$ cat config.mk
export PLATFORM = sky130hd
export DESIGN_NAME = div16_seq
export DESIGN_NICKNAME = d
export VERILOG_FILES = /design/src/rtl/div_pkg.sv /design/src/rtl/sub16.sv /design/src/rtl/div16_seq.sv
export SDC_FILE = /design/constraint.sdc
export NUM_CORES = 1
export LEC_CHECK = 0
export BUFFER_PORTS_ARGS = -buffer_cell sky130_fd_sc_hd__clkbuf_2
export CAP_MARGIN = 20
export CORE_MARGIN = 2
export CORE_UTILIZATION = 40
export DETAILED_ROUTE_END_ITERATION = 10
export PLACE_DENSITY = 0.65
export SLEW_MARGIN = 10
export SYNTH_ARGS = -nofsm -noshare
export SYNTH_HDL_FRONTEND = slang
export SYNTH_SLANG_ARGS = --single-unit
$ cat constraint.sdc
create_clock -name clk -period 19.65 [get_ports clk]
set_clock_uncertainty 0.1 [all_clocks]
set_input_delay 1.965 -clock clk [delete_from_list [all_inputs] [get_ports clk]]
set_output_delay 1.965 -clock clk [all_outputs]
set_load 0.005 [all_outputs]
$ cat src/rtl/div_pkg.sv
// rtl/div_pkg.sv - shared constants and state encoding for the sequential divider
package div_pkg;

    localparam int DIV_WIDTH = 16;
    localparam int DIV_CNT_W = $clog2(DIV_WIDTH) + 1;

    typedef logic [1:0] div_state_t;

    localparam logic [1:0] ST_IDLE = 2'd0;
    localparam logic [1:0] ST_RUN  = 2'd1;
    localparam logic [1:0] ST_DONE = 2'd2;

endpackage

$ cat src/rtl/sub16.sv
// rtl/sub16.sv - combinational ripple subtractor built from full-subtractor cells
module sub16 #(
    parameter int WIDTH = 16
) (
    input  logic [WIDTH-1:0] i_a,
    input  logic [WIDTH-1:0] i_b,
    output logic [WIDTH-1:0] o_diff,
    output logic             o_borrow
);

    logic [WIDTH:0] w_bchain;

    assign w_bchain[0] = 1'b0;

    for (genvar i = 0; i < WIDTH; i++) begin : g_cell
        assign o_diff[i]     = i_a[i] ^ i_b[i] ^ w_bchain[i];
        assign w_bchain[i+1] = (~i_a[i] & i_b[i]) | (~(i_a[i] ^ i_b[i]) & w_bchain[i]);
    end

    assign o_borrow = w_bchain[WIDTH];

endmodule

$ cat src/rtl/div16_seq.sv
// rtl/div16_seq.sv - multi-cycle restoring divider, one quotient bit per clock
// Optional signed mode (sgn port, truncating fix-up) enabled by defining DIV_SIGNED_EN.
module div16_seq
    import div_pkg::*;
#(
    parameter int WIDTH = DIV_WIDTH
) (
    input  logic             clk,
    input  logic             rst,
    input  logic             start,
    input  logic [WIDTH-1:0] dividend,
    input  logic [WIDTH-1:0] divisor,
`ifdef DIV_SIGNED_EN
    input  logic             sgn,
`endif
    output logic             busy,
    output logic             done,
    output logic [WIDTH-1:0] quotient,
    output logic [WIDTH-1:0] remainder,
    output logic             div_zero
);

    localparam int CW = $clog2(WIDTH) + 1;

    div_state_t       r_state;
    logic [CW-1:0]    r_cnt;
    logic [WIDTH-1:0] r_dvd;
    logic [WIDTH-1:0] r_dvs;
    logic [WIDTH-1:0] r_rem;
    logic [WIDTH-1:0] r_q;
    logic [WIDTH-1:0] r_raw;
    logic [WIDTH-1:0] r_quotient;
    logic [WIDTH-1:0] r_remainder;
    logic             r_zero;
    logic             r_div_zero;

    logic [WIDTH-1:0] w_dvd_in;
    logic [WIDTH-1:0] w_dvs_in;
    logic [WIDTH-1:0] w_partial;
    logic [WIDTH-1:0] w_trial;
    logic [WIDTH-1:0] w_rem_next;
    logic [WIDTH-1:0] w_q_next;
    logic [WIDTH-1:0] w_q_fin;
    logic [WIDTH-1:0] w_r_fin;
    logic             w_borrow;
    logic             w_qbit;
    logic             w_accept;

    assign w_accept = (r_state == ST_IDLE) && start;

    // The shifted-out remainder MSB is the implicit 17th bit of the partial value:
    // when set, the partial exceeds any divisor regardless of the subtractor borrow.
    assign w_partial = {r_rem[WIDTH-2:0], r_dvd[WIDTH-1]};

    sub16 #(
        .WIDTH (WIDTH)
    ) u_sub (
        .i_a      (w_partial),
        .i_b      (r_dvs),
        .o_diff   (w_trial),
        .o_borrow (w_borrow)
    );

    assign w_qbit     = r_rem[WIDTH-1] | ~w_borrow;
    assign w_rem_next = w_qbit ? w_trial : w_partial;
    assign w_q_next   = {r_q[WIDTH-2:0], w_qbit};

`ifdef DIV_SIGNED_EN
    logic r_neg_q;
    logic r_neg_r;
    logic w_neg_a;
    logic w_neg_b;

    assign w_neg_a  = sgn & dividend[WIDTH-1];
    assign w_neg_b  = sgn & divisor[WIDTH-1];
    assign w_dvd_in = w_neg_a ? (~dividend + 1'b1) : dividend;
    assign w_dvs_in = w_neg_b ? (~divisor + 1'b1) : divisor;
    assign w_q_fin  = r_neg_q ? (~w_q_next + 1'b1) : w_q_next;
    assign w_r_fin  = r_neg_r ? (~w_rem_next + 1'b1) : w_rem_next;

    always_ff @(posedge clk or posedge rst) begin
        if (rst) begin
            r_neg_q <= 1'b0;
            r_neg_r <= 1'b0;
        end else if (w_accept) begin
            r_neg_q <= w_neg_a ^ w_neg_b;
            r_neg_r <= w_neg_a;
        end
    end
`else
    assign w_dvd_in = dividend;
    assign w_dvs_in = divisor;
    assign w_q_fin  = w_q_next;
    assign w_r_fin  = w_rem_next;
`endif

    always_ff @(posedge clk or posedge rst) begin
        if (rst) begin
            r_state     <= ST_IDLE;
            r_cnt       <= '0;
            r_dvd       <= '0;
            r_dvs       <= '0;
            r_rem       <= '0;
            r_q         <= '0;
            r_raw       <= '0;
            r_zero      <= 1'b0;
            r_quotient  <= '0;
            r_remainder <= '0;
            r_div_zero  <= 1'b0;
        end else begin
            case (r_state)
                ST_IDLE: begin
                    if (start) begin
                        r_dvd      <= w_dvd_in;
                        r_dvs      <= w_dvs_in;
                        r_raw      <= dividend;
                        r_rem      <= '0;
                        r_q        <= '0;
                        r_div_zero <= 1'b0;
                        r_zero     <= (divisor == '0);
                        // A zero divisor runs only the final iteration so done lands two cycles out.
                        r_cnt      <= (divisor == '0) ? CW'(WIDTH - 1) : '0;
                        r_state    <= ST_RUN;
                    end
                end
                ST_RUN: begin
                    r_dvd <= {r_dvd[WIDTH-2:0], 1'b0};
                    r_rem <= w_rem_next;
                    r_q   <= w_q_next;
                    r_cnt <= r_cnt + 1'b1;
                    if (r_cnt == CW'(WIDTH - 1)) begin
                        if (r_zero) begin
                            r_quotient  <= '1;
                            r_remainder <= r_raw;
                            r_div_zero  <= 1'b1;
                        end else begin
                            r_quotient  <= w_q_fin;
                            r_remainder <= w_r_fin;
                        end
                        r_state <= ST_DONE;
                    end
                end
                ST_DONE: begin
                    r_state <= ST_IDLE;
                end
                default: begin
                    r_state <= ST_IDLE;
                end
            endcase
        end
    end

    assign busy      = (r_state != ST_IDLE);
    assign done      = (r_state == ST_DONE);
    assign quotient  = r_quotient;
    assign remainder = r_remainder;
    assign div_zero  = r_div_zero;

endmodule

==> reports/results.txt, run 1 <==
Setup CP Type: reg2reg
Hold Path End: quotient[11]
routed vias: 4,272
R2R setup slack: 11.68 ns
Hold Path Class: reg2reg
Max Root-Sink Buffers: 2
CTS sink cnt: 120
drt drc: 0
largest net degree at the start of global routing: 86
min-delay src: quotient[11]
n_diodes: 0
Synth area leader: dfrtp_1
port bufs: 69
crit-path cells: inv_1, ha_1, inv_1, fa_1, fa_1, fa_1, fa_1, fa_1, fa_1, fa_1, fa_1, fa_1, fa_1, fa_1, fa_1, fa_1, inv_1, fa_1, inv_1, fa_1, or2_1, mux2i_1, a211oi_1, a21o_1
compound-cell area share of the yosys netlist: 17.3%
Clock Latency Late Sink: 0.42 ns
mux cell area share after synthesis: 2.61%
core area: 13,900 um^2
FF-to-FF End: remainder[10]
XOR/XNOR Fraction of Synth Area: 0%
Critical Path End Type: flop
most used cell along the critical path: fa_1
most frequent cells in the layout: nand2_1 (133), dfrtp_1 (120), clkbuf_2 (69)
die area: 15,300 um^2
clk root buf: clkbuf_16
CP Launch Type: flop
Final HPWL DP: 8600 um
Initial DRC Count: 248
Vias/cell: 5.18
dpl cells: 790
EDFF count, synth: 0
syn_nets: 630
Synth async-reset ratio: 100%
crit path DAT: 8.17 ns
register area share after synthesis: 52.3%
synth warn: 0
worst slew pin tran: 1.02 ns
pwr dens: 180 nW/um^2
CTS tree: built
die width: 124 um
max incr delay on CP: 0.61 ns
P_leak: 3.33 nW
cells after synthesis: 577
count of cell types in the netlist: 43
Syn-to-layout area delta: 16.9%
area share of the largest cell type after synthesis: 52.3%
Post-Route WL: 13,200 um
postcts setup bufs: 0
vias in the first global route: 4,397
maxcap violations: 0
Fin. Hold Viols: 0
Max VDD drop: 75.4 uV
WL/cell: 16.0 um
GR Util All Layers: 18.9%
CTS resizes: 0
Setup TNS: 0 ns
routability cong.: 0.824
Final nets: 684
Synth area leaders: dfrtp_1 (52%), nand2_1 (8.7%), fa_1 (5.2%), o21ai_0 (4.8%), o21ai_2 (3.8%)
num rows: 43
worst-path fanout max: 20
Starting Density: 41.2%
post-route ant nets: 0
Mapped Avg Cell Area: 9.96 um^2
hold buffers post-CTS: 0
commonest non-fill, non-tap cell in the layout: nand2_1
global-route wire length before repair: 22,000 um
layout cells sized above 1: 21.9%
Hold Path Stages: 2
fin cells: 824
ys flop type: dfrtp_1
Critical Path RT: 19.85 ns
R2R Path Start: r_dvd[15]
worst path bufs/invs: 4
Slew headroom: 32.3%
worst r2r path cells: 24
Synth Register Bits: 120
status: finished clean
critical path's slowest cell: or2_1
Top Family by Delay on Critical Path: adder cells
RSZ-0062 raised after global routing: false
# setup viols final: 0
Die Ht: 124 um
H-tree lvl count: 4
mapped cell area: 5740 um^2
I/O pins: 70
hold_ws: 0.360 ns
clock buffer count from CTS: 17
Post-Synth Simple-Gate Area: 15.8%
Final Slew Violations: 0
antenna violations before repair: 0
max frequency: 125 MHz
Synth Area in Adders: 5.88%
fin crit share: 40.6%
grt ovf: 0
minimum clock period: 7.97 ns
main combinational cell family by area after synthesis: compound AO/OA/AOI/OAI gates
clk slew on worst S/H paths: 0.05 ns
drt pass-1 iters: 4
where the power goes:
part / internal [W] / switching, W / leakage, nW / total [W]
registers: 0.000368 / 0.0000867 / 1.47 / 0.000455
logic: 0.000192 / 0.000259 / 1.59 / 0.000451
clock network: 0.000188 / 0.000112 / 0.267 / 0.000301
logic make-up after synthesis:
logic type / Yosys count
buffers and inverters: 64
and+or+nand+nor: 206
AOI/OAI and AO/OA: 154
muxes: 15
DFF: 120
adders and majority gates: 18
how the worst max path moves through the flow:
| stage | start | end | slack (ns) | cells after the start |
|---|---|---|---|---|
| global placement | r_dvd[15] | remainder[11] | 11.92 | 24 |
| floorplan | r_dvd[15] | remainder[15] | 12.46 | 25 |
| finish | r_dvd[15] | remainder[10] | 11.68 | 24 |
| global route | r_dvd[15] | remainder[12] | 11.31 | 24 |
| CTS | r_dvd[15] | remainder[10] | 11.66 | 24 |
| detailed placement | r_dvd[15] | remainder[10] | 11.72 | 24 |
layout make-up:
class / instances / area, um^2
inverter: 24 / 92.6
fill: 1313 / 7220
clock inverter: 13 / 130
timing repair buffer: 75 / 430
sequential: 120 / 3000
multi-input combinational: 393 / 2390
clock buffer: 19 / 443
tap: 180 / 225
per-layer routing:
| layer | wire length (um) | vias to the layer above | global-route usage (%) |
|---|---|---|---|
| met5 | 0 | - | 0 |
| met4 | 246 | 0 | 7.17 |
| met3 | 512 | 20 | 4.76 |
| met2 | 6520 | 92 | 30.5 |
| met1 | 5890 | 2108 | 24.7 |
| li1 | - | 2052 | - |
through the flow:
| stage | util, % | total power [W] | cell area (um^2) | setup slack (ns) |
|---|---|---|---|---|
| final | 48.2 | 0.00121 | 6720 | 11.68 |
| after global routing | 48.2 | 0.00131 | 6720 | 11.31 |
| after CTS | 47.8 | 0.00122 | 6660 | 11.66 |
| after detailed placement | 43.7 | 0.000909 | 6090 | 11.72 |
| after global placement | 43.7 | 0.000885 | 6090 | 11.92 |
| after floorplan | - | 0.000780 | 5740 | 12.46 |
synthesized netlist by cell type, types with 2 or more instances:
cell type and count:
nand2_1 133, dfrtp_1 120, o21ai_0 55, o21ai_2 25, inv_1 23, a21oi_1 21, nor2_1 21, nand3_1 20
a22oi_1 15, clkbuf_1 15, fa_1 15, mux2i_1 15, a211oi_1 14, a21o_1 14, buf_2 11, nor2b_1 10
buf_6 8, and2b_1 6, ha_1 3, o211ai_1 3, o21ai_1 3, buf_1 2, buf_4 2, nor2b_2 2
nor4_1 2, or4_1 2
worst min-delay path, cell delays in order, from the launching register on:
cell and delay [ns]:
dfrtp_1 0.33, nand2_1 0.05, nand2_1 0.05
flip-flops by register name, indices dropped and copies added (netlist names):
signal	count
r_rem	16
r_zero	1
quotient	16
r_raw	16
r_cnt	5
r_q	15
r_dvs	16
r_dvd	16
remainder	16
div_zero	1
r_state	2
No activity file was read; power rests on OpenSTA's default activity.
==> inputs of run 2 (changes only) <==
--- a/config.mk
+++ b/config.mk
@@ -5,12 +5,13 @@
 export SDC_FILE = /design/constraint.sdc
 export NUM_CORES = 1
 export LEC_CHECK = 0
+export ABC_AREA = 1
 export BUFFER_PORTS_ARGS = -buffer_cell sky130_fd_sc_hd__clkbuf_2
 export CAP_MARGIN = 20
 export CORE_MARGIN = 2
 export CORE_UTILIZATION = 40
 export DETAILED_ROUTE_END_ITERATION = 10
-export PLACE_DENSITY = 0.65
+export PLACE_DENSITY = 0.66
 export SLEW_MARGIN = 10
 export SYNTH_ARGS = -nofsm -noshare
 export SYNTH_HDL_FRONTEND = slang
==> constraint.sdc (replaced) <==
create_clock -name clk -period 7.6 [get_ports clk]
set_clock_uncertainty 0.1 [all_clocks]
set_input_delay 0.76 -clock clk [delete_from_list [all_inputs] [get_ports clk]]
set_output_delay 0.76 -clock clk [all_outputs]
set_load 0.005 [all_outputs]
==> run 2 against run 1 <==
  * Combinational power grew to 3.0 times the previous value
  * Global-route usage rose by 0.18 points
  * Area after synthesis is 2.4% lower
  * Sequential cell count is the same
  * Highest routed layer unchanged
  * Critical endpoint is now r_rem[8]
  * Critical path type unchanged
  * Worst setup slack worse by 11 ns
  * Utilization is 1.3 points higher
==> reports/results.txt, run 2 <==
status: finished clean
H-tree lvl count: 4
clock buffer count from CTS: 17
cell with the most instances after synthesis: nand2_1
Setup CP Type: reg2reg
I/O pins: 70
Mapped Avg Cell Area: 8.82 um^2
global-route wire length before repair: 22,200 um
Synth Register Bits: 120
num rows: 43
Register Area: 3000 um^2
Critical Path End Type: flop
max frequency: 137 MHz
area share of the largest cell type after synthesis: 53.6%
Internal Power: 0.00208 W
fillers: 1,293
Combinational Power Share: 40.9%
routability cong.: 0.857
Final Slew Violations: 0
antenna violations before repair: 0
Post-DP Area: 6060 um^2
largest net degree at the start of global routing: 78
Post-Route WL: 13,000 um
# setup viols final: 0
synth warn: 0
Synth async-reset ratio: 100%
EDFF count, synth: 0
sw frac: 37.7%
RSZ-0062 raised after global routing: false
hold buffers post-CTS: 0
Final HPWL DP: 8540 um
core area: 13,800 um^2
worst-path fanout max: 7
grt ovf: 0
CTS sink cnt: 120
cells after synthesis: 636
clk slew on worst S/H paths: 0.05 ns
Hold Path Class: in2async
Starting Density: 40.7%
Vias/cell: 4.86
Final nets: 758
commonest non-fill, non-tap cell in the layout: nand2_1
multi-input logic area: 2000 um^2
n_diodes: 0
Setup TNS: 0 ns
ys flop type: dfrtp_1
Die Ht: 122 um
die area: 15,000 um^2
Syn-to-layout area delta: 21.6%
Max VDD drop: 179 uV
Initial DRC Count: 313
port bufs: 69
vias in the first global route: 4,501
crit path DAT: 7.42 ns
power share of the clock group: 26.3%
P_leak: 3.76 nW
count of cell types in the netlist: 28
maxcap violations: 0
most instantiated cells after synthesis: nand2_1 (174), dfrtp_1 (120), inv_1 (116)
Psw: 0.00126 W
clk root buf: clkbuf_16
fin crit share: 95.8%
part of the power in registers: 32.7%
syn_nets: 689
pwr dens: 490 nW/um^2
Critical Path RT: 7.73 ns
GR Util All Layers: 19.1%
minimum clock period: 7.28 ns
die width: 122 um
worst slew pin tran: 1.05 ns
mapped cell area: 5610 um^2
Clock Latency Late Sink: 0.41 ns
CTS tree: built
Fin. Hold Viols: 0
Slew headroom: 30.3%
Synth area leader: dfrtp_1
Synth area leaders: dfrtp_1 (54%), nand2_1 (12%), inv_1 (7.8%), fa_1 (5.4%), nand3_1 (4.6%)
Post-Layout Inst Area: 6820 um^2
drt drc: 0
drt pass-1 iters: 4
post-route ant nets: 0
layout cells sized above 1: 18.4%
CP Launch Type: flop
Max Root-Sink Buffers: 2
routed vias: 4,366
register area share after synthesis: 53.6%
WL/cell: 14.5 um
most frequent cells in the layout: nand2_1 (174), dfrtp_1 (120), inv_1 (115)
==> run 2: cell count changes after synthesis, sizes merged, moves of 14 or more <==
cell	previous run	this run
nand3	20	53
nand2	134	175
a21boi	0	16
o22ai	0	16
a21oi	21	0
a21o	14	0
o21ai	83	35
mux2i	15	0
inv	24	121
a211oi	14	0
==> run 2: worst paths after layout <==
kind                                 from   endpoint  slack, ns  cells after the start
worst max-delay path            r_dvd[15]   r_rem[8]       0.32                     25
worst min-delay path                  rst  r_rem[13]       0.30                      2
worst max register to register  r_dvd[15]   r_rem[8]       0.32                     25
worst min register to register   r_raw[6]   r_raw[6]       0.38                      2
max in group asynchronous             rst   div_zero       5.95                      4
min in group clk                 r_raw[6]   r_raw[6]       0.38                      2
==> run 2: stage by stage <==
step	util [%]	setup WS (ns)	cells	total power, W	hold slack (ns)
after floorplan	-	0.587	636	0.00203	0.349
after global placement	44.0	0.369	861	0.00234	0.364
after detailed placement	44.0	0.229	861	0.00239	0.365
after CTS	48.8	0.180	893	0.00331	0.327
after global routing	49.5	0.0173	898	0.00364	0.345
final	49.5	0.319	898	0.00334	0.302
==> run 2: per-layer routing <==
metal | wire length (um) | vias up | track usage [%]
met5 | 0 | - | 0
met4 | 317 | 0 | 7.11
met3 | 561 | 25 | 4.28
met2 | 6090 | 113 | 29.7
met1 | 6010 | 2121 | 26.3
li1 | - | 2107 | -
==> run 2: power by group through the flow <==
stage,clock [W],sequential [W],combinational (W)
5_1_grt,0.000922,0.00113,0.00159
2_1_floorplan,0,0.00107,0.000964
3_5_place_dp,0,0.00110,0.00129
3_3_place_gp,0,0.00109,0.00125
4_1_cts,0.000893,0.00109,0.00133
6_report,0.000880,0.00109,0.00137
==> run 2: final cells by class <==
type                            instances  share of cell area [%]
Sequential cell                       120                    44.0
Multi-Input combinational cell        366                    29.3
Clock buffer                           22                    7.25
Timing Repair Buffer                   78                    6.90
Inverter                              122                    6.79
Tap cell                              180                    3.30
Clock inverter                         10                    2.42
==> run 2: worst max-delay path, stage by stage, from the launching register on <==
cell     delay, ns
dfrtp_1       0.36
inv_1         0.10
ha_1          0.15
inv_1         0.05
fa_1          0.38
fa_1          0.39
fa_1          0.40
fa_2          0.36
fa_1          0.40
fa_1          0.39
fa_1          0.39
fa_1          0.39
fa_1          0.39
fa_1          0.39
fa_1          0.39
fa_1          0.39
fa_1          0.37
inv_1         0.07
fa_1          0.15
inv_1         0.06
fa_2          0.37
nor2_4        0.24
buf_8         0.17
nand2_1       0.07
nand3_1       0.08
o21ai_0       0.10
==> run 2: repair_timing <==
action,in CTS,in global routing
setup endpoints to repair,0,29
hold endpoints to repair,0,0
gates resized for setup,0,6
buffers inserted,0,2
==> run 2: logic make-up after synthesis <==
kind of cell    share of synthesized area (%)
compound gates                           10.3
fa+ha+maj                                6.03
buf+inv                                  10.9
flops                                    53.6
simple gates                             19.3
==> inputs of run 3 (changes only) <==
--- a/config.mk
+++ b/config.mk
@@ -11,7 +11,7 @@
 export CORE_MARGIN = 2
 export CORE_UTILIZATION = 40
 export DETAILED_ROUTE_END_ITERATION = 10
-export PLACE_DENSITY = 0.66
+export GPL_ROUTABILITY_DRIVEN = 0
 export SLEW_MARGIN = 10
 export SYNTH_ARGS = -nofsm -noshare
 export SYNTH_HDL_FRONTEND = slang
==> constraint.sdc (replaced) <==
create_clock -name clk -period 7.6 [get_ports clk]
set_clock_uncertainty 0.1 [all_clocks]
set_input_delay 0.76 -clock clk [delete_from_list [all_inputs] [get_ports clk]]
set_output_delay 0.76 -clock clk [all_outputs]
set_load 0.02 [all_outputs]
==> run 3 against run 2 <==
  * Hold slack got worse by 0.018 ns
  * Register-to-register slack about the same
  * Largest power group unchanged
  * Via count down 0.55%
==> reports/results.txt, run 3 (synthesis gave the netlist of run 2 again) <==
status: finished clean
# setup viols final: 0
final worst setup slack: 0.309 ns
Fin. Hold Viols: 0
Setup TNS: 0 ns
clk slew on worst S/H paths: 0.05 ns
GR Util All Layers: 18.7%
Starting Density: 40.7%
fin cells: 898
global-route wire length before repair: 21,600 um
power share of the clock group: 23.8%
R2R Path Start: r_dvd[15]
fillers: 1,360
layout cells sized above 1: 18.0%
CTS tree: built
die width: 122 um
drt pass-1 iters: 4
Hold Path Class: in2async
commonest non-fill, non-tap cell in the layout: nand2_1
num rows: 43
Setup CP Type: reg2reg
R2R setup slack: 0.31 ns
Psw: 0.00133 W
Critical Path RT: 7.75 ns
WL/cell: 14.3 um
Post-Layout Inst Area: 6740 um^2
Post-Route WL: 12,900 um
Final HPWL DP: 8500 um
worst-path fanout max: 9
worst r2r path cells: 25
vias in the first global route: 4,346
fin crit share: 95.9%
die area: 15,000 um^2
P_leak: 3.73 nW
minimum clock period: 7.29 ns
core area: 13,800 um^2
maxcap violations: 0
clk root buf: clkbuf_16
drt drc: 0
antenna violations before repair: 0
post-route ant nets: 0
dpl cells: 861
Clock Latency Late Sink: 0.42 ns
Final nets: 758
Combinational Power Share: 43.1%
sw frac: 40.1%
part of the power in registers: 33.2%
CTS sink cnt: 120
clock buffer count from CTS: 17
I/O pins: 70
Max Root-Sink Buffers: 2
hold buffers post-CTS: 0
max frequency: 137 MHz
Initial DRC Count: 265
Die Ht: 122 um
CP Launch Type: flop
Syn-to-layout area delta: 20.1%
Final Slew Violations: 0
n_diodes: 0
Max VDD drop: 213 uV
most frequent cells in the layout: nand2_1 (174), dfrtp_1 (120), inv_1 (115)
hold_ws: 0.284 ns
grt ovf: 0
Vias/cell: 4.84
crit path DAT: 7.44 ns
FF-to-FF End: r_rem[1]
routed vias: 4,342
H-tree lvl count: 4
Internal Power: 0.00198 W
dpl ws: 0.114 ns
Slew headroom: 31.2%
largest net degree at the start of global routing: 79
Critical Path End Type: flop
port bufs: 69
pwr dens: 492 nW/um^2
worst slew pin tran: 1.03 ns
Post-DP Area: 6060 um^2
run 3: changes by cell type in the layout (fill, tap and decap cells not counted), sizes merged:
cell / delta
bufinv: -3
clkinv: +1
clkbuf: +3
clkinvlp: -2
buf: +1
run 3: through the flow:
| step | utilization, % | total power, W |
|---|---|---|
| 2_1_floorplan | - | 0.00212 |
| 3_3_place_gp | 44.0 | 0.00244 |
| 3_5_place_dp | 44.0 | 0.00249 |
| 4_1_cts | 48.3 | 0.00330 |
| 5_1_grt | 48.9 | 0.00361 |
| 6_report | 48.9 | 0.00331 |
run 3: routing by layer:
layer / global-route usage (%) / wire length [um] / vias to the layer above
met5: 0 / 0 / -
met4: 6.47 / 203 / 0
met3: 4.28 / 559 / 20
met2: 28.0 / 5950 / 102
met1: 26.8 / 6150 / 2116
li1: - / - / 2104
run 3: power groups by stage:
| stage | Clock, W | Sequential, W | Combinational (W) |
|---|---|---|---|
| after floorplan | 0 | 0.00115 | 0.000966 |
| final | 0.000787 | 0.00110 | 0.00143 |
| after detailed placement | 0 | 0.00111 | 0.00139 |
| after global placement | 0 | 0.00109 | 0.00135 |
| after global routing | 0.000826 | 0.00113 | 0.00165 |
| after CTS | 0.000800 | 0.00110 | 0.00140 |
run 3: area by class of cell:
type / instances / area [um^2] / share of cell area (%)
clock buffers: 26 / 529 / 7.86
flip-flops and latches: 120 / 3000 / 44.6
well taps: 180 / 225 / 3.34
repair buffers: 78 / 457 / 6.78
multi-input cells: 366 / 2000 / 29.6
inverters: 122 / 463 / 6.87
clock inverters: 6 / 61.3 / 0.910
run 3: repair_timing:
item                       CTS  global route
setup endpoints to repair    0            33
setup buffers                0             3
gates resized for setup      0             4
hold endpoints to repair     0             0
run 3: worst max-delay path, stage by stage, from the launching register on:
cell and delay [ns]:
dfrtp_1 0.36, inv_1 0.09, ha_1 0.15, inv_1 0.05, fa_1 0.38, fa_1 0.40, fa_1 0.39, fa_1 0.39
fa_1 0.40, fa_1 0.39, fa_1 0.41, fa_1 0.42, fa_2 0.36, fa_1 0.38, fa_1 0.38, fa_1 0.39
fa_1 0.36, inv_1 0.08, fa_1 0.17, inv_1 0.05, fa_1 0.40, nor2_4 0.19, buf_6 0.17, nand2_1 0.07
nand3_1 0.09, o21ai_0 0.10
run 3: worst max-delay path by stage:
stage	startpoint	endpoint	slack, ns	cells past startpoint
floorplan	r_dvd[15]	remainder[1]	0.59	26
global placement	r_dvd[15]	remainder[15]	0.31	25
detailed placement	r_dvd[15]	r_rem[1]	0.11	25
CTS	r_dvd[15]	r_rem[1]	0.14	25
global route	r_dvd[15]	r_rem[1]	-0.002	25
finish	r_dvd[15]	r_rem[1]	0.31	25
